<file path="src/rtl/game_pkg.sv">
// Shared definitions for the falling-image game: sequencer states,
// screen geometry and the legal drop window derived from it.
package game_pkg;

   localparam int unsigned H_ACTIVE = 800;
   localparam int unsigned V_ACTIVE = 600;
   localparam int unsigned IMG_SIZE = 64;

   // Rightmost legal start x; clicks at or below Y_LIMIT would clip the image.
   localparam int unsigned X_LIMIT  = H_ACTIVE - IMG_SIZE;
   localparam int unsigned Y_LIMIT  = V_ACTIVE - IMG_SIZE;

   localparam int unsigned POS_W    = 12;
   localparam int unsigned DROPS_W  = 4;
   localparam int unsigned TIMER_W  = 28;

   typedef enum logic [2:0] {
      IDLE  = 3'd0,
      ARMED = 3'd1,
      FALL  = 3'd2,
      LAND  = 3'd3,
      COOL  = 3'd4,
      OVER  = 3'd5
   } state_t;

endpackage

</file>
<file path="src/rtl/cycle_timer.sv">
// Free-running 28-bit up-counter with synchronous clear-on-load.
// done is high in the cycle where count == limit - 1, so a state that
// loads the timer on entry and leaves on done lasts exactly limit cycles.
// Ports:
//   clk, rst_n  clock, asynchronous active-low reset
//   load        restart counting from 0 next cycle
//   limit       terminal count (must stay stable while timing)
//   count       current count (registered)
//   done        count == limit - 1 (registered)
module cycle_timer
   import game_pkg::*;
(
   input  logic               clk,
   input  logic               rst_n,
   input  logic               load,
   input  logic [TIMER_W-1:0] limit,
   output logic [TIMER_W-1:0] count,
   output logic               done
);

   logic [TIMER_W-1:0] count_inc;

   assign count_inc = count + TIMER_W'(1);

   // done is precomputed from the next count so it lines up with count
   always_ff @(posedge clk or negedge rst_n) begin
      if (!rst_n) begin
         count <= '0;
         done  <= 1'b0;
      end else if (load) begin
         count <= '0;
         done  <= (limit == TIMER_W'(1));
      end else begin
         count <= count_inc;
         done  <= (count_inc == (limit - TIMER_W'(1)));
      end
   end

endmodule

</file>
<file path="src/rtl/drop_sequencer.sv">
// Game-level sequencer between the mouse decoder and the fall controller.
// Arms a drop on a click, latches a clamped start position, enables the
// fall controller until landing (or watchdog), then enforces a cooldown.
// Counts remaining drops per round and flags game over.
// Ports:
//   clk, rst_n     pixel clock, asynchronous active-low reset
//   start_game     one-cycle pulse starting a round (IDLE / OVER only)
//   mouse_left     left button level, synchronous to clk
//   mouse_xpos/ypos cursor position
//   fall_finish    landing level from the fall controller
//   fall_on        fall controller enable (high in FALL)
//   drop_xpos/ypos latched start position
//   drops_left     remaining drops in the round
//   drop_done      one-cycle pulse per completed drop
//   timeout_flag   last drop was ended by the watchdog
//   busy           high in FALL, LAND, COOL
//   game_over      high in OVER
module drop_sequencer
   import game_pkg::*;
#(
   parameter int unsigned MAX_DROPS       = 9,
   parameter int unsigned X_LIMIT         = game_pkg::X_LIMIT,
   parameter int unsigned Y_LIMIT         = game_pkg::Y_LIMIT,
   parameter int unsigned COOLDOWN_CYCLES = 4_000_000,
   parameter int unsigned TIMEOUT_CYCLES  = 200_000_000,
   parameter int unsigned BLANK_CYCLES    = 4
)(
   input  logic               clk,
   input  logic               rst_n,
   input  logic               start_game,
   input  logic               mouse_left,
   input  logic [POS_W-1:0]   mouse_xpos,
   input  logic [POS_W-1:0]   mouse_ypos,
   input  logic               fall_finish,
   output logic               fall_on,
   output logic [POS_W-1:0]   drop_xpos,
   output logic [POS_W-1:0]   drop_ypos,
   output logic [DROPS_W-1:0] drops_left,
   output logic               drop_done,
   output logic               timeout_flag,
   output logic               busy,
   output logic               game_over
);

   state_t               state, state_n;
   logic                 mouse_left_q;
   logic                 click;
   logic                 blanking;

   logic [POS_W-1:0]     xpos_n, ypos_n;
   logic [DROPS_W-1:0]   drops_n;
   logic                 tflag_n;
   logic                 fall_on_n, drop_done_n, busy_n, game_over_n;

   logic                 tmr_load;
   logic [TIMER_W-1:0]   tmr_limit;
   logic [TIMER_W-1:0]   tmr_count;
   logic                 tmr_done;

   assign click    = mouse_left & ~mouse_left_q;
   // Masks a finish level left over from the previous drop
   assign blanking = (tmr_count < TIMER_W'(BLANK_CYCLES));
   // One timer serves the FALL watchdog and the COOL lockout
   assign tmr_limit = ((state == LAND) || (state == COOL)) ? TIMER_W'(COOLDOWN_CYCLES)
                                                           : TIMER_W'(TIMEOUT_CYCLES);

   cycle_timer u_timer (
      .clk   (clk),
      .rst_n (rst_n),
      .load  (tmr_load),
      .limit (tmr_limit),
      .count (tmr_count),
      .done  (tmr_done)
   );

   // State and registered outputs
   always_ff @(posedge clk or negedge rst_n) begin
      if (!rst_n) begin
         state        <= IDLE;
         mouse_left_q <= 1'b0;
         drop_xpos    <= '0;
         drop_ypos    <= '0;
         drops_left   <= '0;
         timeout_flag <= 1'b0;
         fall_on      <= 1'b0;
         drop_done    <= 1'b0;
         busy         <= 1'b0;
         game_over    <= 1'b0;
      end else begin
         state        <= state_n;
         mouse_left_q <= mouse_left;
         drop_xpos    <= xpos_n;
         drop_ypos    <= ypos_n;
         drops_left   <= drops_n;
         timeout_flag <= tflag_n;
         fall_on      <= fall_on_n;
         drop_done    <= drop_done_n;
         busy         <= busy_n;
         game_over    <= game_over_n;
      end
   end

   // Next state; outputs are decoded from the next state so they register
   // in step with it
   always_comb begin
      state_n  = state;
      xpos_n   = drop_xpos;
      ypos_n   = drop_ypos;
      drops_n  = drops_left;
      tflag_n  = timeout_flag;
      tmr_load = 1'b0;

      case (state)
         IDLE: begin
            if (start_game) begin
               state_n = ARMED;
               drops_n = DROPS_W'(MAX_DROPS);
               tflag_n = 1'b0;
            end
         end
         ARMED: begin
            if (click && (mouse_ypos < POS_W'(Y_LIMIT))) begin
               state_n  = FALL;
               xpos_n   = (mouse_xpos > POS_W'(X_LIMIT)) ? POS_W'(X_LIMIT) : mouse_xpos;
               ypos_n   = mouse_ypos;
               tmr_load = 1'b1;
            end
         end
         FALL: begin
            // A real landing beats a coincident watchdog expiry
            if (fall_finish && !blanking) begin
               state_n = LAND;
               tflag_n = 1'b0;
            end else if (tmr_done) begin
               state_n = LAND;
               tflag_n = 1'b1;
            end
         end
         LAND: begin
            if (drops_left != '0) begin
               drops_n = drops_left - DROPS_W'(1);
            end
            if (drops_left <= DROPS_W'(1)) begin
               state_n = OVER;
            end else begin
               state_n  = COOL;
               tmr_load = 1'b1;
            end
         end
         COOL: begin
            if (tmr_done) begin
               state_n = ARMED;
            end
         end
         OVER: begin
            if (start_game) begin
               state_n = ARMED;
               drops_n = DROPS_W'(MAX_DROPS);
            end
         end
         default: begin
            state_n = IDLE;
         end
      endcase

      fall_on_n   = (state_n == FALL);
      drop_done_n = (state_n == LAND);
      busy_n      = (state_n == FALL) || (state_n == LAND) || (state_n == COOL);
      game_over_n = (state_n == OVER);
   end

endmodule

</file>
<file path="config.mk">
export PLATFORM = sky130hd
export DESIGN_NAME = drop_sequencer
export DESIGN_NICKNAME = d
export VERILOG_FILES = /design/src/rtl/game_pkg.sv /design/src/rtl/cycle_timer.sv /design/src/rtl/drop_sequencer.sv
export SDC_FILE = /design/constraint.sdc
export NUM_CORES = 1
export LEC_CHECK = 0
export BUFFER_PORTS_ARGS = -buffer_cell sky130_fd_sc_hd__buf_2
export CAP_MARGIN = 20
export CORE_UTILIZATION = 25
export DETAILED_ROUTE_END_ITERATION = 12
export SETUP_SLACK_MARGIN = 0.05
export SLEW_MARGIN = 20
export SYNTH_ARGS = -nofsm -noshare
export SYNTH_HDL_FRONTEND = slang
export SYNTH_SLANG_ARGS = --single-unit
</file>
<file path="constraint.sdc">
create_clock -name clk -period 6.99 [get_ports clk]
set_clock_uncertainty 0.05 [all_clocks]
set_input_delay 1.0485 -clock clk [delete_from_list [all_inputs] [get_ports clk]]
set_output_delay 1.0485 -clock clk [all_outputs]
set_load 0.1 [all_outputs]
</file>
Word-level counts from Yosys, hierarchy flattened
Cells that the tools add are included.
{ "op_classes": {"order_cmp": 4, "n_addsub": 3, "reduce_logical": 14, "n_mux": 21, "bitwise_logic": 2, "n_eq_ne": 15} }
{ "ops": {"columns": ["operator", "n"], "rows": [
  ["28-bit two-way mux", 2],
  ["28-bit by 1-bit adder with 28-bit output (second input constant)", 1],
  ["28-bit by 1-bit equality test with 1-bit output (second input constant)", 1],
  ["28-bit equality test", 1],
  ["28-bit by 3-bit < comparator with 1-bit output (second input constant)", 1],
  ["28-bit by 1-bit subtractor with 28-bit output (second input constant)", 1],
  ["3-bit two-way mux", 5],
  ["3-bit one-hot mux with 5 select lines", 1],
  ["3-bit by 2-bit equality test with 1-bit output (second input constant)", 4],
  ["3-bit equality test (second input constant)", 4],
  ["12-bit by 10-bit greater-than comparator with 1-bit output (second input constant)", 1],
  ["12-bit by 10-bit < comparator with 1-bit output (second input constant)", 1],
  ["12-bit two-way mux", 1],
  ["4-bit two-way mux", 2],
  ["4-bit one-hot mux with 2 select lines", 1],
  ["1-bit two-way mux", 7],
  ["3-bit AND reduction", 2],
  ["4-bit by 1-bit less-or-equal comparator with 1-bit output (second input constant)", 1],
  ["2-bit by 1-bit inequality test with 1-bit output (second input constant)", 2],
  ["1-bit one-hot mux with 2 select lines", 2],
  ["2-bit nonzero test", 2],
  ["4-bit nonzero test", 1],
  ["4-bit by 1-bit subtractor with 4-bit output (second input constant)", 1],
  ["3-bit by 1-bit equality test with 1-bit output (second input constant)", 1],
  ["10 further kinds", 13]
]} }
{ "word_totals": {"regBits": 66, "out_inout_bits": 33} }

Depth between registers and ports, before layout
Gate-level depths: netlist of the first run.
{ "depth": {"ltp_word": 8, "depth_mapped": 10} }

By module
From an unflattened synthesis of the first run, not the netlist that was laid out.
{ "hier_totals": {"cells_unflattened": 412, "area_unflattened_um2": 4017.6} }
{ "by_module_without_submodules": {"columns": ["mod", "instances", "area_each_um2", "seq_area_each_um2", "cells_each"], "rows": [
  ["cycle_timer", 1, 2272.2, 725.7, 261],
  ["drop_sequencer", 1, 1745.4, 925.9, 151]
]} }

Least setup slack after synthesis of the first run
OpenSTA, ideal clock, no wires.
{ "synth_timing": {"path_kind": "input to register", "from": "input port mouse_left", "to": "register drop_xpos[0]", "setup_slack_ns": 4.293, "arrival_time_ns": 2.578, "setup_ns": 0.069, "cell_stages": 6, "path_cell_list": "or4b_1 a2111oi_2 and2_0 buf_2 and3_1 a22o_1"} }
{ "synth_between": {"elab_chain_cells": 3} }
{ "synth_lines": {"columns": ["element", "line", "source"], "rows": [
  ["start: declaration", "drop_sequencer.sv:31", "input logic mouse_left,"],
  ["1-bit bitwise AND", "drop_sequencer.sv:60", "assign click = mouse_left & ~mouse_left_q;"],
  ["1-bit logical AND", "drop_sequencer.sv:122", "if (click && (mouse_ypos < POS_W'(Y_LIMIT))) begin"],
  ["2-bit AND reduction (no line)", null, null],
  ["end signal: assignment", "drop_sequencer.sv:92", "drop_xpos <= xpos_n;"],
  ["end: declaration", "drop_sequencer.sv:36", "output logic [POS_W-1:0] drop_xpos,"]
]} }
Every way passes these cells.
A chain may end at the register's enable or synchronous reset.

Worst setup path in the final report of the first run
{ "layout_timing": {"from": "input port mouse_left", "to": "register u_timer.done"} }
{ "layout_between": {"elab_chain_cells": 5} }
{ "layout_lines": {"columns": ["element", "line", "source"], "rows": [
  ["1-bit bitwise AND", "drop_sequencer.sv:60", null],
  ["1-bit logical AND", "drop_sequencer.sv:122", null],
  ["1-bit two-way mux", "drop_sequencer.sv:122", null],
  ["1-bit one-hot mux with 2 select lines", "drop_sequencer.sv:113", "case (state)"],
  ["1-bit two-way mux", "cycle_timer.sv:30", "end else if (load) begin"],
  ["end signal: assignment", "cycle_timer.sv:32", "done <= (limit == TIMER_W'(1));"],
  ["end signal: assignment", "cycle_timer.sv:35", "done <= (count_inc == (limit - TIMER_W'(1)));"],
  ["end: declaration", "cycle_timer.sv:18", "output logic done"]
]} }
Every way passes these cells.

==> metrics.md, run 1 <==
| Metric | Value |
|---|---|
| Status | `completed` |
| Syn Area/Cell | `a little over 9 um^2` |
| Most used cell, CP | `a2111oi_2` |
| CP arrival | `3.39 ns` |
| Post-layout net count | `roughly 450` |
| Global-route wire length before repair | `about 14000 um` |
| Drt initial violations | `between 200 and 250` |
| # diodes | `0` |
| Drt pass-1 iters | `4` |
| Crit path time final | `approximately 3.2 ns` |
| Commonest non-fill, non-tap cell in the layout | `dfrtp_1` |
| CP Launch Type | `input port` |
| Final setup fails | `0` |
| Crit path buf inv count | `1` |
| Seq cells post-synth | `66` |
| Setup Crit Path Kind | `in2reg` |
| Largest net degree at the start of global routing | `67` |
| Crit-path max FO | `28` |
| Cell count after placement | `584` |
| Via/cell ratio | `approximately 4.8` |
| CP max stage cell | `o21a_1` |
| CTS Buf Count | `9` |
| Via count | `between 2000 and 3000` |
| Die ar. | `0.0142 mm^2` |
| Hold Crit Class | `reg2reg` |
| Total negative slack | `0 ns` |
| Post-Syn Nets | `around 400` |
| Finished Cell Area | `roughly 0.0042 mm^2` |
| Maximum VDD drop | `~0.13 mV` |
| Port bufs | `61` |
| Clock Pin Slew Worst Setup and Hold Paths | `0.05 ns` |
| Leak | `approximately 2.0 nW` |
| Gr usage total | `0.118` |
| CTS tree | `built` |
| H-tree depth | `3` |
| Max-cap viol count | `0` |
| Async SR Flop Fraction | `1.00` |
| Global placement routability congestion | `between 0.8 and 0.9` |
| Worst-margin pin slew | `about 1 ns` |
| Final Max Tran Viols | `0` |
| Critical-path cell list | `buf_2 > or4b_1 > a2111oi_2 > o21a_1 > nor2_1 > o2111ai_1 > a2111oi_2` |
| Setup Buffers After CTS | `0` |
| Fraction of layout cells with a size suffix above 1 | `0.198` |
| CTS Root Cell | `clkbuf_16` |
| Number of synthesized flops with an enable pin | `0` |
| Max Fclk | `around 310 MHz` |
| Final cell count without fillers | `600` |
| RSZ-0062 raised after global routing | `no` |
| Synth Cell Area | `approximately 0.0034 mm^2` |
| DRC Markers | `0` |
| Drt total wl | `between 7000 and 8000 um` |
| Area growth from synthesis to layout | `21.0%` |
| Data required, critical path | `about 7 ns` |
| I/O pin total | `62` |
| Placed Area | `0.00386 mm^2` |
| Most frequent cells in the layout | `dfrtp_1 (66), buf_2 (61), nand2_1 (55)` |
| Vert. Die Dim | `119 um` |
| CTS sink count | `66` |
| Cts hold-fix bufs | `0` |
| Site Rows | `42` |
| Resize count post-CTS | `0` |
| Die X | `119 um` |
| Vias in the first global route | `between 2000 and 3000` |
| PD cells | `approximately 400 mW/mm^2` |
| Final Power | `roughly 1.7 mW` |
| Synthesis warning total | `0` |
| Core ar. | `about 0.013 mm^2` |
| Grt ovf | `0` |
| Clock latency on the worst-skew pair | `~0.33 ns` |
| Initial antenna violation count | `0` |
| Worst hold slack | `0.422 ns` |
| Critical path's top delay family | `compound AO/OA/AOI/OAI gates` |
| Post-DP HPWL | `~5700 um` |
| Synth cell types | `between 40 and 50` |
| Slew headroom | `0.330` |
| Sequential-to-total area share from yosys stat | `0.480` |
| Fin. Hold Viols | `0` |
| Period utilisation layout | `0.463` |
| Crit end category | `flip-flop` |
| Post-synthesis cell count | `around 370` |
| Synth Flop Type | `dfrtp_1` |
| Wire per inst | `13.3 um` |
| Crit-path max cell delay | `about 0.88 ns` |
| Starting Density | `0.258` |
| Antenna Nets Post-Route | `0` |
| Clock buffer depth | `2` |
## flip-flops by register name, summed over array words and instances, names as in the netlist, 3 cells and up
name / count
drop_ypos: 12
drops_left: 4
u_timer.count: 28
drop_xpos: 12
state: 3
## stage by stage
stage          setup slack (ns)   util
3_5_place_dp               3.41  0.289
2_1_floorplan              4.29      -
6_report                   3.76  0.312
5_1_grt                    3.54  0.312
3_3_place_gp               3.51  0.289
4_1_cts                    3.77  0.312
## where the power goes
part	total (mW)	switching [mW]	internal, mW
Combinational	0.680	0.549	0.131
Sequential	0.551	0.0902	0.460
Clock	0.450	0.164	0.286
Total	1.68	0.803	0.878
## kinds of logic (layout without fill, tap and decap cells)
kind of cell / Yosys count / after routing / share of synthesized area
compound gates: 51 / 51 / 0.104
xor+xnor: 27 / 27 / 0.0687
flops: 66 / 66 / 0.480
simple gates: 191 / 191 / 0.288
buf+inv: 28 / 83 / 0.0389
mux: 2 / 2 / 0.00618
fa+ha+maj: 4 / 4 / 0.0145
## cell type report
| cell class | instances | area, um^2 |
|---|---|---|
| clock buffer | 10 | 239 |
| clock inverter | 6 | 65.1 |
| fill | 1386 | 9190 |
| inverter | 5 | 18.8 |
| multi-input combinational | 275 | 1660 |
| sequential | 66 | 1650 |
| tap | 176 | 220 |
| timing repair buffer | 62 | 313 |
## synth_stat cells, types with 2 or more instances
cell / number / area share
dfrtp_1: 66 / 0.48
nand2_1: 55 / 0.060
nor2_1: 43 / 0.047
nand3_1: 21 / 0.031
xor2_1: 19 / 0.048
buf_2: 13 / 0.019
o21ai_0: 12 / 0.017
a21oi_1: 11 / 0.016
nand4_1: 11 / 0.020
nor4_1: 11 / 0.020
and3_1: 9 / 0.016
xnor2_1: 8 / 0.020
and2_1: 7 / 0.013
clkbuf_1: 6 / 0.0065
nor3_1: 6 / 0.0087
a22o_1: 5 / 0.013
inv_1: 5 / 0.0055
nand2b_1: 5 / 0.0091
and4_1: 4 / 0.010
ha_1: 4 / 0.015
o22a_1: 4 / 0.010
buf_4: 3 / 0.0065
nand3b_1: 3 / 0.0065
nor4bb_1: 3 / 0.0087
o31ai_1: 3 / 0.0065
a2111oi_2: 2 / 0.0087
a21o_1: 2 / 0.0044
a32o_1: 2 / 0.0058
nand4b_1: 2 / 0.0051
nor3b_1: 2 / 0.0044
o21a_1: 2 / 0.0044
o22ai_1: 2 / 0.0036
or3_1: 2 / 0.0036
## per-layer routing
metal,global-route usage,up-vias,routed length (um)
li1,-,1398,-
met1,0.154,1397,3740
met2,0.184,97,3670
met3,0.0364,9,446
met4,0.0406,0,111
met5,0,-,0
## worst min-delay path, delay by kind of cell (launching register included)
kind,cells,cell delay (ns)
DFF,1,0.33
and+or+nand+nor,2,0.11
## worst paths after layout
kind / slack, ns / cells after the start / from / endpoint
worst min register to register: 0.42 / 2 / drop_ypos[7] / drop_ypos[7]
worst max register to register: 3.97 / 6 / state[1] / u_timer.done
max in group asynchronous: 5.50 / 2 / rst_n / u_timer.count[27]
min in group asynchronous: 0.85 / 2 / rst_n / fall_on
worst max-delay path: 3.76 / 7 / mouse_left / u_timer.done
worst min-delay path: 0.42 / 2 / drop_ypos[7] / drop_ypos[7]
Power figures use the tool's default switching activity.
==> run 2, diff against run 1 <==
ABC_AREA = 1   (was default)
clock period = 2.7 ns   (was 6.99 ns; I/O delays follow)
==> run 2 against run 1 <==
First-iteration DRC count is 15% lower. Sequential power grew to 2.5 times the previous value. Wire length is 9.3% higher. Sequential share of layout area is 3.3 points lower. Flip-flop and latch count stayed put. Via count is 14% higher. Design area is 9.2% higher. Power grew to 2.7 times the previous value. Largest power group unchanged.
==> metrics.md, run 2 <==
| Metric | Value |
|---|---|
| Post-synthesis cell count | `508 (+38%)` |
| Max-cap viol count | `0 (unchanged)` |
| NetSw | `2.24 mW (+180%)` |
| CTS tree | `built` |
| Synth top area share | `0.449 (-0.0312)` |
| Post-synthesis compound-gate area fraction | `0.0534 (-0.0506)` |
| Largest register FFs | `28 (unchanged)` |
| Post-Syn Nets | `541 (+35%)` |
| Largest Register | `u_timer.count` |
| Final Max Tran Viols | `0 (unchanged)` |
| Crit path buf inv count | `0 (-1)` |
| Most frequent cells in the layout | `nand2_1 (168), nor2_1 (91), dfrtp_1 (66)` |
| Drt initial violations | `212 (-15%)` |
| Crit-path max cell delay | `0.40 ns (-0.48 ns)` |
| CTS sink count | `66 (unchanged)` |
| Fin. Hold Viols | `0 (unchanged)` |
| Worst path depth | `12 (+5)` |
| Drt total wl | `8710 um (+9.3%)` |
| Clock buffer depth | `2 (unchanged)` |
| Final Power | `4.61 mW (+170%)` |
| Switching power share of the total | `0.485 (+0.00735)` |
| H-tree depth | `3 (unchanged)` |
| Core ar. | `0.0141 mm^2 (+5.6%)` |
| Internal | `2.37 mW (+170%)` |
| Async SR Flop Fraction | `1.00 (unchanged)` |
| Synth Cell Area | `0.00368 mm^2 (+6.9%)` |
| Post-DP HPWL | `6680 um (+18%)` |
| Crit end category | `flip-flop` |
| Synth Flop Type | `dfrtp_1` |
| XOR/XNOR Fraction of Synth Area | `0.0190 (-0.0497)` |
| Post-Synth Simple-Gate Area | `0.396 (+0.108)` |
| CP max stage cell | `dfrtp_1` |
| Vias in the first global route | `3111 (+12%)` |
| Via count | `3310 (+14%)` |
| Cell count after placement | `747 (+28%)` |
| Commonest non-fill, non-tap cell in the layout | `nand2_1` |
| Wire per inst | `11.4 um (-14%)` |
| Largest area contributor in the netlist | `dfrtp_1` |
| PD cells | `1020 mW/mm^2 (+150%)` |
| Crit path time final | `between 1.5 and 2 ns` |
| Syn Area/Cell | `7.24 um^2 (-22%)` |
| Most frequent cell after synthesis | `nand2_1` |
| CTS Buf Count | `9 (unchanged)` |
| Total negative slack | `0 ns (unchanged)` |
| Post-synthesis mux area share | `0 (-0.00618)` |
| Port bufs | `61 (unchanged)` |
| Seq cells post-synth | `66 (unchanged)` |
| Post-layout net count | `611 (+35%)` |
| Drt pass-1 iters | `4 (unchanged)` |
| Leak | `2.32 nW (+19%)` |
| Via/cell ratio | `4.34 (-10%)` |
| Synth Area in Adders | `0.0136 (-0.000945)` |
| Fraction of layout cells with a size suffix above 1 | `0.177 (-0.0211)` |
| Final worst-path setup slack | `0.770 ns (-2.99 ns)` |
| Initial antenna violation count | `0 (unchanged)` |
| I/O pin total | `62 (unchanged)` |
| Reg power frac | `0.299 (-0.029)` |
| RSZ-0062 raised after global routing | `no` |
| Logic gate share of total power | `0.431 (+0.026)` |
| Data required, critical path | `2.88 ns (-4.26 ns)` |
| Global-route wire length before repair | `14800 um (+9.2%)` |
| Critical path's top delay family | `simple AND/OR/NAND/NOR gates` |
| Site Rows | `43 (+2.4%)` |
| Sequential-to-total area share from yosys stat | `0.449 (-0.0312)` |
| DRC Markers | `0 (unchanged)` |
| CP Launch Type | `flip-flop` |
| Clock share of power | `0.270 (+0.002)` |
| Setup Buffers After CTS | `0 (unchanged)` |
| Number of synthesized flops with an enable pin | `0 (unchanged)` |
| Commonest cells in the netlist | `nand2_1 (168), nor2_1 (91), dfrtp_1 (66), inv_1 (58), nand3_1 (29)` |
| Gr usage total | `0.126 (+0.00796)` |
| Largest net degree at the start of global routing | `37 (-45%)` |
| Maximum VDD drop | `0.741 mV (+460%)` |
| Slew headroom | `0.509 (+0.179)` |
| Period utilisation layout | `0.715` |
| Cts hold-fix bufs | `0 (unchanged)` |
| Starting Density | `0.261 (+0.00327)` |
| Top cells by area, synth | `dfrtp_1 (45%), nand2_1 (17%), nor2_1 (9.3%)` |
| Most used cell, CP | `nand2_1` |
| Clock latency on the worst-skew pair | `0.33 ns (about the same)` |
| Synthesis warning total | `0 (unchanged)` |
| Die ar. | `0.0152 mm^2 (+6.8%)` |
| Global placement routability congestion | `0.858 (+4.0%)` |
| Final setup fails | `0 (unchanged)` |
| Worst-margin pin slew | `0.737 ns (-0.268 ns)` |
| Antenna Nets Post-Route | `0 (unchanged)` |
| Resize count post-CTS | `0 (unchanged)` |
| CP arrival | `2.11 ns (-1.28 ns)` |
| Area growth from synthesis to layout | `23.5%` |
| R2R cell count | `12 (+6)` |
| Crit-path max FO | `6 (-79%)` |
| Grt ovf | `0 (unchanged)` |
| Max Fclk | `approximately 520 MHz` |
| Final cell count without fillers | `762 (+27%)` |
| Largest family of logic cells by synthesized area | `simple AND/OR/NAND/NOR gates` |
| Vert. Die Dim | `123 um (+3.4%)` |
| Clock Pin Slew Worst Setup and Hold Paths | `0.06 ns (about the same)` |
| Synth cell types | `34 (-31%)` |
| Critical-path cell list | `ha_1 > nand2_2 > nor2_4 > nand2_2 > nor2_1 > nand3_1 > nand2_1 > nand2_1 > nand2_1 > o21ai_2 > nand3_1 > nor2_1` |
| # diodes | `0 (unchanged)` |
| Status | `completed` |
| Hold Crit Class | `in2async` |
| Top Registers | `u_timer.count: 28 flops, drop_xpos: 12 flops, drop_ypos: 12 flops` |
| Pre-CTS setup slack | `0.637 ns (-2.78 ns)` |
| Die X | `123 um (+3.4%)` |
| CTS Root Cell | `clkbuf_16` |
| Setup Crit Path Kind | `reg2reg` |
## run 2: cell families after synthesis
family,count (synthesis)
and+or+nand+nor,330
buffers and inverters,67
DFF,66
AOI/OAI and AO/OA,33
xor gates and xnor gates,8
adders and majority gates,4
## run 2: area by class of cell
type | instances | area [um^2]
well taps | 180 | 225
clock inverters | 6 | 92.6
clock buffers | 9 | 225
inverters | 61 | 229
flip-flops and latches | 66 | 1650
fillers | 1533 | 9550
multi-input cells | 375 | 1770
repair buffers | 65 | 348
## run 2: through the flow
| stage | hold slack, ns | instance area (um^2) | util |
|---|---|---|---|
| 2_1_floorplan | 0.0594 | 3680 | - |
| 3_3_place_gp | 0.396 | 4230 | 0.300 |
| 3_5_place_dp | 0.404 | 4230 | 0.300 |
| 4_1_cts | 0.114 | 4540 | 0.322 |
| 5_1_grt | 0.134 | 4540 | 0.322 |
| 6_report | 0.0811 | 4540 | 0.322 |
## run 2: path summary, 6_finish.rpt
check / startpoint / endpoint / slack (ns)
max: u_timer.count[1] / u_timer.done / 0.77
min: rst_n / drop_ypos[0] / 0.08
max reg2reg: u_timer.count[1] / u_timer.done / 0.77
min reg2reg: drop_xpos[10] / drop_xpos[10] / 0.41
max in group asynchronous: rst_n / u_timer.count[4] / 1.87
min in group clk: mouse_left / mouse_left_q / 0.14
## run 2: routing by layer
layer,global-route usage,part of all wire
met3,0.0341,0.059
met5,0,0
met1,0.175,0.49
met2,0.193,0.44
met4,0.0294,0.0059
## run 2: power by group through the flow
| stage | registers (mW) | logic (mW) | clock network [mW] |
|---|---|---|---|
| after floorplan | 2.42 | 0.588 | 0 |
| after global placement | 1.40 | 1.99 | 0 |
| after detailed placement | 1.38 | 2.01 | 0 |
| after CTS | 1.38 | 2.01 | 1.27 |
| after global routing | 1.41 | 2.12 | 1.32 |
| final | 1.38 | 1.99 | 1.25 |
==> run 3, diff against run 2 <==
ABC_AREA = 0   (was 1)
clock period = 1.8 ns   (was 2.7 ns; I/O delays follow)
==> run 3 against run 2 <==
The run now ends with setup timing left. Clock power increased by 30%. Sequential power up 49%. Global-route usage increased by 2.4 points. Wire length grew 26%. Setup slack worse by 1.4 ns. First-iteration DRC count down 7.1%. Worst hold slack got worse by 0.056 ns. Critical path type unchanged. Critical endpoint unchanged.
==> metrics.md, run 3 (synthesis results as in run 1) <==
| Metric | Value |
|---|---|
| Post-DP HPWL | `6720 um (+0.52%)` |
| Core ar. | `0.0133 mm^2 (-5.3%)` |
| Data required, critical path | `1.96 ns (-0.92 ns)` |
| CP Launch Type | `flip-flop` |
| DRC Markers | `0 (unchanged)` |
| Largest Register | `u_timer.count` |
| Fin. Hold Viols | `0 (unchanged)` |
| Port bufs | `61 (unchanged)` |
| Post-layout net count | `560 (-8.3%)` |
| Worst hold slack | `0.0254 ns (-0.0557 ns)` |
| Hold Path Cell Cnt | `1` |
| RR Endpoint | `u_timer.done` |
| Via count | `3460 (+4.5%)` |
| Internal | `3.83 mW (+61%)` |
| Worst-margin pin slew | `0.617 ns (-0.119 ns)` |
| Global-route wire length before repair | `16800 um (+14%)` |
| Start of the worst register-to-register path | `u_timer.count[1]` |
| CTS sink count | `66 (unchanged)` |
| Hold Startpoint | `mouse_left` |
| Grt ovf | `0 (unchanged)` |
| CTS Buf Count | `9 (unchanged)` |
| Clock share of power | `0.222 (-0.048)` |
| Maximum VDD drop | `0.551 mV (-26%)` |
| Largest register FFs | `28 (unchanged)` |
| Clock latency on the worst-skew pair | `0.33 ns (about the same)` |
| Failing checks | `setup timing` |
| Hold Crit Class | `in2reg` |
| CP startpoint | `u_timer.count[1]` |
| Fraction of layout cells with a size suffix above 1 | `0.560 (+0.383)` |
| Clock buffer depth | `2 (unchanged)` |
| Pre-CTS setup slack | `-0.442 ns (-1.08 ns)` |
| GR Util met1 | `0.176 (+0.000828)` |
| Crit path time final | `2.40 ns (+0.474 ns)` |
| Most frequent cells in the layout | `buf_4 (86), dfrtp_1 (62), buf_2 (61)` |
| Logic gate share of total power | `0.496 (+0.065)` |
| Clock Pin Slew Worst Setup and Hold Paths | `0.06 ns (about the same)` |
| Final cell count without fillers | `708 (-7.1%)` |
| Setup Crit Path Kind | `reg2reg` |
| H-tree depth | `3 (unchanged)` |
| Final Max Tran Viols | `0 (unchanged)` |
| CP arrival | `2.57 ns (+0.46 ns)` |
| Largest net degree at the start of global routing | `67 (+81%)` |
| Die ar. | `0.0142 mm^2 (-6.4%)` |
| Worst R2R Setup Slack | `-0.60 ns (-1.37 ns)` |
| Vias in the first global route | `3443 (+11%)` |
| Post-Route Utilization | `0.432 (+0.110)` |
| Status | `complete, but fails checks` |
| # diodes | `0 (unchanged)` |
| Drt pass-1 iters | `4 (unchanged)` |
| Cell count after placement | `673 (-9.9%)` |
| CTS Root Cell | `clkbuf_16` |
| Leak | `2.70 nW (+16%)` |
| Wire per inst | `15.5 um (+36%)` |
| RSZ-0062 raised after global routing | `yes` |
| NetSw | `3.46 mW (+55%)` |
| Period utilisation layout | `1.34 (+0.621)` |
| Switching power share of the total | `0.475 (-0.0105)` |
| Total negative slack | `-9.46 ns (-9.46 ns)` |
| Reg power frac | `0.283 (-0.016)` |
| Via/cell ratio | `4.89 (+13%)` |
| Drt total wl | `11000 um (+26%)` |
| Final Power | `7.30 mW (+58%)` |
| Placed Area | `0.00462 mm^2 (+9.4%)` |
| Final worst-path setup slack | `-0.604 ns (-1.37 ns)` |
| Initial antenna violation count | `0 (unchanged)` |
| Met3 global-route usage | `0.0388 (+0.00466)` |
| CTS tree | `built` |
| PD cells | `1260 mW/mm^2 (+25%)` |
| Vert. Die Dim | `119 um (-3.2%)` |
| WHS Endpoint | `mouse_left_q` |
| Fillcell total | `1220 (-20%)` |
| Max-cap viol count | `0 (unchanged)` |
| Crit-path max FO | `4 (-2)` |
| Finished Cell Area | `0.00577 mm^2 (+27%)` |
| Site Rows | `42 (-2.3%)` |
| I/O pin total | `62 (unchanged)` |
| Final setup fails | `57 (+57)` |
| Global placement routability congestion | `0.907 (+5.7%)` |
| Max Fclk | `416 MHz (-20%)` |
| Commonest non-fill, non-tap cell in the layout | `buf_4` |
| Area growth from synthesis to layout | `67.7%` |
| Slew headroom | `0.585 (+0.0760)` |
| Die X | `119 um (-3.2%)` |
| Drt initial violations | `197 (-7.1%)` |
| Crit end category | `flip-flop` |
| Starting Density | `0.258 (-0.00327)` |
| Antenna Nets Post-Route | `0 (unchanged)` |
| Global route hottest layer | `met2` |
| R2R cell count | `8 (-4)` |
| Top Registers | `u_timer.count: 28 flops, drop_xpos: 12 flops, drop_ypos: 12 flops` |
| Met2 Track Usage GR | `0.255 (+0.0624)` |
| Gr usage total | `0.150 (+0.0239)` |
==> run 3: area by class of cell <==
| type | instances | area [um^2] | share of cell area |
|---|---|---|---|
| Clock inverter | 5 | 30.0 | 0.00520 |
| Multi-Input combinational cell | 275 | 2280 | 0.395 |
| Sequential cell | 66 | 1660 | 0.288 |
| Timing Repair Buffer | 170 | 1320 | 0.229 |
| Clock buffer | 11 | 243 | 0.0421 |
| Tap cell | 176 | 220 | 0.0382 |
| Inverter | 5 | 18.8 | 0.00325 |
==> run 3: repair_timing <==
action / 4_1_cts / 5_1_grt
setup buffers: 6 / 10
endpoints found under the setup margin: 60 / 60
hold buffers: 1 / 0
pin swaps: 38 / 27
gates cloned: 7 / 0
endpoints found under the hold margin: 66 / 0
gates resized for setup: 83 / 74
==> run 3: worst max-delay path by stage <==
stage / to / cells after the start / slack, ns
after detailed placement: u_timer.done / 7 / -0.44
after floorplan: u_timer.done / 10 / -0.46
after global placement: u_timer.done / 6 / -0.42
after global routing: u_timer.done / 8 / -0.71
final: u_timer.done / 8 / -0.60
after CTS: u_timer.done / 6 / -0.44
==> run 3: per-layer routing <==
layer / vias to the layer above / part of all wire
li1: 1609 / -
met3: 28 / 0.054
met1: 1688 / 0.41
met5: - / 0
met4: 0 / 0.030
met2: 135 / 0.50
==> run 3: power groups by stage <==
stage | clock network, mW | registers [mW] | logic [mW]
after CTS | 1.64 | 2.04 | 3.41
final | 1.62 | 2.06 | 3.62
after global placement | 0 | 2.00 | 3.17
after floorplan | 0 | 3.57 | 0.841
after detailed placement | 0 | 2.03 | 3.19
after global routing | 1.73 | 2.10 | 3.80
==> run 3: worst max-delay path: stages, from the launching register on <==
cell       delay [ns]
dfrtp_1          0.41
ha_2             0.21
nand4_1          0.21
nor4_4           0.31
buf_4            0.19
xnor2_2          0.16
nor4bb_4         0.37
o2111ai_2        0.15
a2111oi_4        0.22
